$ cat src/rtl/uart_tx.sv
// 8N1 UART transmitter with a one-byte holding register in front of the shift register.
// Back-to-back bytes leave the line with no idle gap between the stop bit and the next start bit.
`timescale 1ns/1ps
module uart_tx #(
  parameter int unsigned BAUD_RATE  = 115_200,
  parameter int unsigned CLOCK_RATE = 100_000_000
) (
  input  logic       clk_tx,
  input  logic       rst_clk_tx,
  input  logic [7:0] tx_data,
  input  logic       tx_data_vld,
  output logic       tx_rdy,
  output logic       tx_busy,
  output logic       txd_tx
);

  localparam int unsigned DIVISOR = CLOCK_RATE / BAUD_RATE;
  localparam int unsigned CNT_W   = (DIVISOR < 2) ? 1 : $clog2(DIVISOR);
  localparam logic [CNT_W-1:0] BAUD_LAST = CNT_W'(DIVISOR - 1);

  generate
    if (DIVISOR < 2) begin : g_divisor_check
      $error("uart_tx: CLOCK_RATE / BAUD_RATE must be at least 2");
    end
  endgenerate

  typedef enum logic [1:0] {IDLE, START, DATA, STOP} state_t;

  state_t           r_state;
  logic [7:0]       r_hold;
  logic             r_hold_full;
  logic [7:0]       r_shift;
  logic [CNT_W-1:0] r_baud_cnt;
  logic [2:0]       r_bit_cnt;
  logic             r_txd;
  logic             r_rdy;
  logic             r_busy;

  logic w_accept;
  logic w_bit_end;

  // r_rdy always mirrors an empty holding register, so acceptance and transfer never coincide.
  assign w_accept  = tx_data_vld & r_rdy;
  assign w_bit_end = (r_baud_cnt == BAUD_LAST);

  always_ff @(posedge clk_tx) begin
    if (rst_clk_tx) begin
      r_state     <= IDLE;
      r_hold      <= '0;
      r_hold_full <= 1'b0;
      r_shift     <= '0;
      r_baud_cnt  <= '0;
      r_bit_cnt   <= '0;
      r_txd       <= 1'b1;
      r_rdy       <= 1'b1;
      r_busy      <= 1'b0;
    end else begin
      if (w_accept) begin
        r_hold      <= tx_data;
        r_hold_full <= 1'b1;
        r_rdy       <= 1'b0;
      end

      case (r_state)
        IDLE: begin
          r_txd <= 1'b1;
          if (r_hold_full) begin
            r_state     <= START;
            r_shift     <= r_hold;
            r_hold_full <= 1'b0;
            r_rdy       <= 1'b1;
            r_txd       <= 1'b0;
            r_baud_cnt  <= '0;
            r_busy      <= 1'b1;
          end else begin
            r_busy <= w_accept;
          end
        end

        START: begin
          if (w_bit_end) begin
            r_state    <= DATA;
            r_baud_cnt <= '0;
            r_bit_cnt  <= '0;
            r_txd      <= r_shift[0];
            r_shift    <= r_shift >> 1;
          end else begin
            r_baud_cnt <= r_baud_cnt + 1'b1;
          end
        end

        DATA: begin
          if (w_bit_end) begin
            r_baud_cnt <= '0;
            if (r_bit_cnt == 3'd7) begin
              r_state <= STOP;
              r_txd   <= 1'b1;
            end else begin
              r_bit_cnt <= r_bit_cnt + 3'd1;
              r_txd     <= r_shift[0];
              r_shift   <= r_shift >> 1;
            end
          end else begin
            r_baud_cnt <= r_baud_cnt + 1'b1;
          end
        end

        STOP: begin
          if (w_bit_end) begin
            r_baud_cnt <= '0;
            // A byte already held chains straight into the next start bit.
            if (r_hold_full) begin
              r_state     <= START;
              r_shift     <= r_hold;
              r_hold_full <= 1'b0;
              r_rdy       <= 1'b1;
              r_txd       <= 1'b0;
              r_busy      <= 1'b1;
            end else begin
              r_state <= IDLE;
              r_busy  <= w_accept;
            end
          end else begin
            r_baud_cnt <= r_baud_cnt + 1'b1;
          end
        end

        default: r_state <= IDLE;
      endcase
    end
  end

  assign tx_rdy  = r_rdy;
  assign tx_busy = r_busy;
  assign txd_tx  = r_txd;

endmodule

$ cat config.mk
export PLATFORM = sky130hd
export DESIGN_NAME = uart_tx
export DESIGN_NICKNAME = d
export VERILOG_FILES = /design/src/rtl/uart_tx.sv
export SDC_FILE = /design/constraint.sdc
export NUM_CORES = 1
export LEC_CHECK = 0
export BUFFER_PORTS_ARGS = -buffer_cell sky130_fd_sc_hd__clkbuf_2
export CELL_PAD_IN_SITES_DETAIL_PLACEMENT = 1
export CELL_PAD_IN_SITES_GLOBAL_PLACEMENT = 1
export CORE_ASPECT_RATIO = 1.25
export CORE_MARGIN = 3
export CORE_UTILIZATION = 49
export CTS_CLUSTER_DIAMETER = 40
export CTS_CLUSTER_SIZE = 20
export DETAILED_ROUTE_END_ITERATION = 16
export PLACE_DENSITY = 0.81
export SLEW_MARGIN = 20
export SYNTH_ARGS = -nofsm -noshare
export SYNTH_HDL_FRONTEND = slang
export SYNTH_SLANG_ARGS = --single-unit
$ cat constraint.sdc
create_clock -name clk_tx -period 4.7 [get_ports clk_tx]
set_input_delay 0.94 -clock clk_tx [delete_from_list [all_inputs] [get_ports clk_tx]]
set_output_delay 0.94 -clock clk_tx [all_outputs]
set_load 0.03 [all_outputs]
======== Word-level counts from Yosys, hierarchy flattened ========
Cells that the tools add are included.
storage, ports and cells
  register bits after elaboration ......... 35
  output and inout bits ................... 3
  logic and storage cells ................. 71
  input bits .............................. 11
operators by class
  equality and inequality tests ........... 12
  bitwise logic cells ..................... 1
  multiplexer cells ....................... 38
  reduce and logical (&&, ||, !) cells .... 9
  $add $sub $neg .......................... 2
operator list
  kind                     count
  $mux W8                  5
  $pmux W8 S4              1
  $mux W10                 2
  $pmux W10 S2             1
  $mux W1                  15
  $ne A2 B2 Y1 const B     7
  $reduce_and A4 Y1        3
  $add A10 B1 Y10 const B  1
  $eq A10 B10 Y1 const B   1
  $mux W2                  5
  $mux W3                  3
  $pmux W2 S4              1
  $pmux W1 S2              3
  $pmux W3 S2              1
  $reduce_and A5 Y1        1
  $eq A2 B2 Y1 const B     2
  $pmux W1 S4              1
  $reduce_bool A2 Y1       2
  $add A3 B1 Y3 const B    1
  $eq A3 B3 Y1 const B     1
  $reduce_or A3 Y1         1
  $eq A2 B1 Y1 const B     1
  $logic_not A2 Y1         1
  $reduce_and A2 Y1        1
  $and A1 B1 Y1            1

======== Depth between registers and ports, before layout ========
  depth after elaboration ................. 5
  gate-level depth with buffers ........... 8
  gate-level depth less buffers ........... 6

======== Worst setup path after synthesis ========
No wires, ideal clock.
  path kind ............................... input -> register
  from .................................... input tx_data_vld
  to ...................................... register r_busy, in the netlist tx_busy
  slack ................................... 2.889 ns
  stages on the path ...................... 4
  data arrival time ....................... 1.753 ns
  path buffers ............................ 1
  setup time .............................. 0.058 ns
  data required time ...................... 4.642 ns
  path through ............................ clkbuf_1 -> nand2_1 -> a21oi_1 -> mux2_2
on the way
  word-level cells in the longest chain between the ends .. 4
RTL lines
  item                  RTL line  source
  from (decl)           11        input logic tx_data_vld,
  $and A1 B1 Y1 *       43        assign w_accept = tx_data_vld & r_rdy;
  $mux W1 *             67, 112
  $mux W1               109       if (w_bit_end) begin
  $pmux W1 S2 *         64        case (r_state)
  to (signal assigned)  76        r_busy <= w_accept;
  to (signal assigned)  121       r_busy <= w_accept;
  to (decl)             37        logic r_busy;
Every way passes the cells marked *; elsewhere a longest branch is shown, timed or not. The select of a mux whose other input is x is not followed.
A chain may end at the register's enable or synchronous reset.

======== Final worst setup path ========
  from .................................... register r_state[0]
  to ...................................... register r_shift[1]
on the way
  word-level cells in the longest chain between the ends .. 3
  elaborated cells between the ends (all ways) .. 10
  classes of those cells .................. eq/ne: 7; mux: 1; reduce/logical: 2
RTL lines
  item                                          RTL line  source
  from (decl)                                   29        state_t r_state;
  from (signal assigned)                        48        r_state <= IDLE;
  from (signal assigned)                        68        r_state <= START;
  from (signal assigned)                        82        r_state <= DATA;
  $eq A2 B2 Y1 or $eq A2 B1 Y1 (tied branches)  64
  $ne A2 B2 Y1 (no line)                        n/a
  $reduce_and A4 Y1 (no line)                   n/a
  to (signal assigned)                          69        r_shift <= r_hold;
  to (signal assigned)                          86        r_shift <= r_shift >> 1;
  to (signal assigned)                          101       r_shift <= r_shift >> 1;
  to (decl)                                     32        logic [7:0] r_shift;
Parallel ways exist; a longest one is shown, timed or not.

==> impl_results.md <==
* Run status: complete, no violations
* CP top delay family: compound AO/OA/AOI/OAI gates
* Post-route ant nets at 0
* Synth top area cells: dfxtp_1 (39%), a21oi_1 (7.0%), ha_1 (5.6%)
* Post-CTS Hold Buffers at 0
* CP endpoint kind: flop
* Total clock buffers created by CTS at 5
* CP Launch Type: flop
* Diode count at 0
* Layout Area Growth over Synthesis at 9.16%
* CP startpoint: r_state[0]
* Top-count cell post-synth: dfxtp_1
* Detailed Route WL at 4370 um
* Wire length on met3 at 113 um
* Die Y at 73.6 um
* DR iter-0 viols at 31
* Die Wd at 60.0 um
* CP Cell Sequence: inv_1, ha_1, nor2_1, a21oi_1, a21oi_1, a311oi_1
* Worst slew pin tran at 1.13 ns
* Core box area at 3370 um2
* Via/cell ratio at 6.13
* # H-tree levels at 2
* Largest net degree at the start of global routing at 27
* Met2 WL post-DR at 2470 um
* WL per Instance at 17.9 um
* Worst Hold Launch: r_hold[4]
* Cts repair resizes at 0
* Crit-path max cell delay at 0.88 ns
* Worst vdd ir at 0.349 mV
* Initial antenna violation count at 0
* Avg Cell Area, Syn at 9.08 um2
* RR Startpoint: r_state[0]
* Clock sinks at 35
* Met1 WL at 1720 um
* Vias in the first global route at 1654
* First-pass GRT wire length at 7530 um
* Synth top area share at 39.2%
* Fmax at 360 MHz
* Layout Nets at 225
* Clock Latency Late Sink at 0.29 ns
* Initial Utilization at 53.1%
* Power per cell area at 593 nW/um2
* Worst EP required at 4.89 ns
* Synth warn at 0
* Clock slew at reported path FFs at 0.07 ns
* Ys async rst share at 0%
* Sequential share of the synthesized area at 39.2%
* Critical path's most frequent cell: a21oi_1
* Max-Cap Viols at 0
* Global Route Usage Sum at 22.7%
* Drt first pass iters at 4
* Critical Path AT at 2.96 ns
* Critical path peak fanout at 16
* DR top layer: met4
* Mapped cell area at 1790 um2
* Root Buffer: clkbuf_8
* Slew headroom at 24.6%
* Min cycle time layout at 2.78 ns
* Setup violations, final at 0
* Clock Tree Buf Depth at 2
* RSZ-0062 raised after global routing: no
* Buffers plus inverters on the worst setup path at 1
* Setup Skew at 0.00749 ns
* Final worst path period share at 59.1%
* Postcts setup bufs at 0
* Port buffer count at 13
* Leak at 0.690 nW
* Most frequent cells after synthesis: dfxtp_1 (35), a21oi_1 (25), nand2_1 (15)
* Post-synth EDFFs at 0
* Top_reg_cell synth: dfxtp_1
* Slowest CP cell: a21oi_1
* Count of pins over their slew limit at 0
* Synth Instances at 197
* Final core area utilization at 58.0%
* Share of layout cells above drive strength 1 at 15.5%
* Fillers at 409
* Multi-input logic area at 1020 um2
* Gpl congestion at 0.817
* Post-synthesis register bit count at 35
* IO Pins at 14
* # DRC at 0
* Worst hold path type: reg2reg
* Hold Fails Final Rpt at 0
* Hold slack at 0.466 ns
* Sum Neg Setup Slack at 0 ns
* Leading area contributor after synthesis: dfxtp_1
* Flop2flop setup slack at 1.92 ns
* Sequential standard cell area at 701 um2
* Mapped Nets at 216
* Synth unique cells at 44
* Die area at 4420 um2
* TritonCTS clock tree: yes
* DP HPWL at 3180 um
* Setup CP Type: reg2reg
* Total gr overflow at 0
* Routed via count at 1495
* # rows at 23
[flip-flops by register name, summed over array words and instances, names as in the netlist]
register and cells:
r_shift 8, tx_rdy 1, r_state 2, r_hold_full 1, r_bit_cnt 3, r_hold 8
txd_tx 1, tx_busy 1, r_baud_cnt 10
[layout make-up]
cell class	instances	share of cell area [%]
tap	37	2.37
clock buffer	8	5.12
timing repair buffer	13	3.33
inverter	5	0.961
sequential	35	35.9
multi-input combinational	146	52.3
[logic make-up after synthesis]
family / Yosys count / share of synthesized area, %
fa+ha+maj: 8 / 5.59
buf+inv: 16 / 3.71
simple gates: 65 / 20.1
flops: 35 / 39.2
mux: 11 / 6.29
compound gates: 55 / 21.8
xor+xnor: 7 / 3.43
[worst paths after layout]
kind                            cells after the start          to
worst min-delay path                                2   r_hold[4]
worst min register to register                      2   r_hold[4]
worst max register to register                      6  r_shift[1]
worst max-delay path                                6  r_shift[1]
[worst reg2reg max path, stage by stage, from the launching register on]
cell and delay [ns]:
dfxtp_1 0.41, inv_1 0.11, ha_1 0.67, nor2_1 0.11, a21oi_1 0.88, a21oi_1 0.17
a311oi_1 0.33
[metrics by stage]
stage | std cells | power [mW] | setup slack (ns) | instance area (um2)
floorplan | 197 | 0.803 | 2.89 | 1790
global placement | 236 | 0.871 | 2.24 | 1850
detailed placement | 236 | 0.913 | 1.99 | 1850
CTS | 244 | 1.16 | 1.97 | 1950
global route | 244 | 1.24 | 1.79 | 1950
finish | 244 | 1.16 | 1.92 | 1950
[power breakdown]
group	total, mW	switching [mW]	internal [mW]
Sequential	0.394	0.0452	0.349
Clock	0.243	0.109	0.134
Combinational	0.522	0.334	0.187
[layout by cell type (no fill, tap or decap), drive strengths merged]
cell    count
nand3      10
nand2b      3
mux2        2
a22o        2
a31oi       3
nor4b       1
a41oi       1
o41ai       2
a311oi      7
xnor2       5
inv         5
a311o       1
nor2b       2
a21oi      25
o21bai      1
nand2      15
o21ai       2
ha          8
and4b       1
a31o        3
and2        2
o21a        1
xor2        2
a21o        1
nand4       2
nor4        2
or4         2
nor3b       2
mux2i       9
clkbuf     21
nor2       13
nand4b      1
dfxtp      35
o31ai       5
a21boi      1
nor3        6
or3         3
[metal layers]
| metal | GRT usage (%) | vias up |
|---|---|---|
| met5 | 0 | - |
| met4 | 7.14 | 0 |
| met3 | 5.27 | 6 |
| met2 | 44.6 | 20 |
| met1 | 22.4 | 726 |
| li1 | - | 743 |
(Power assumes the default switching activity.)
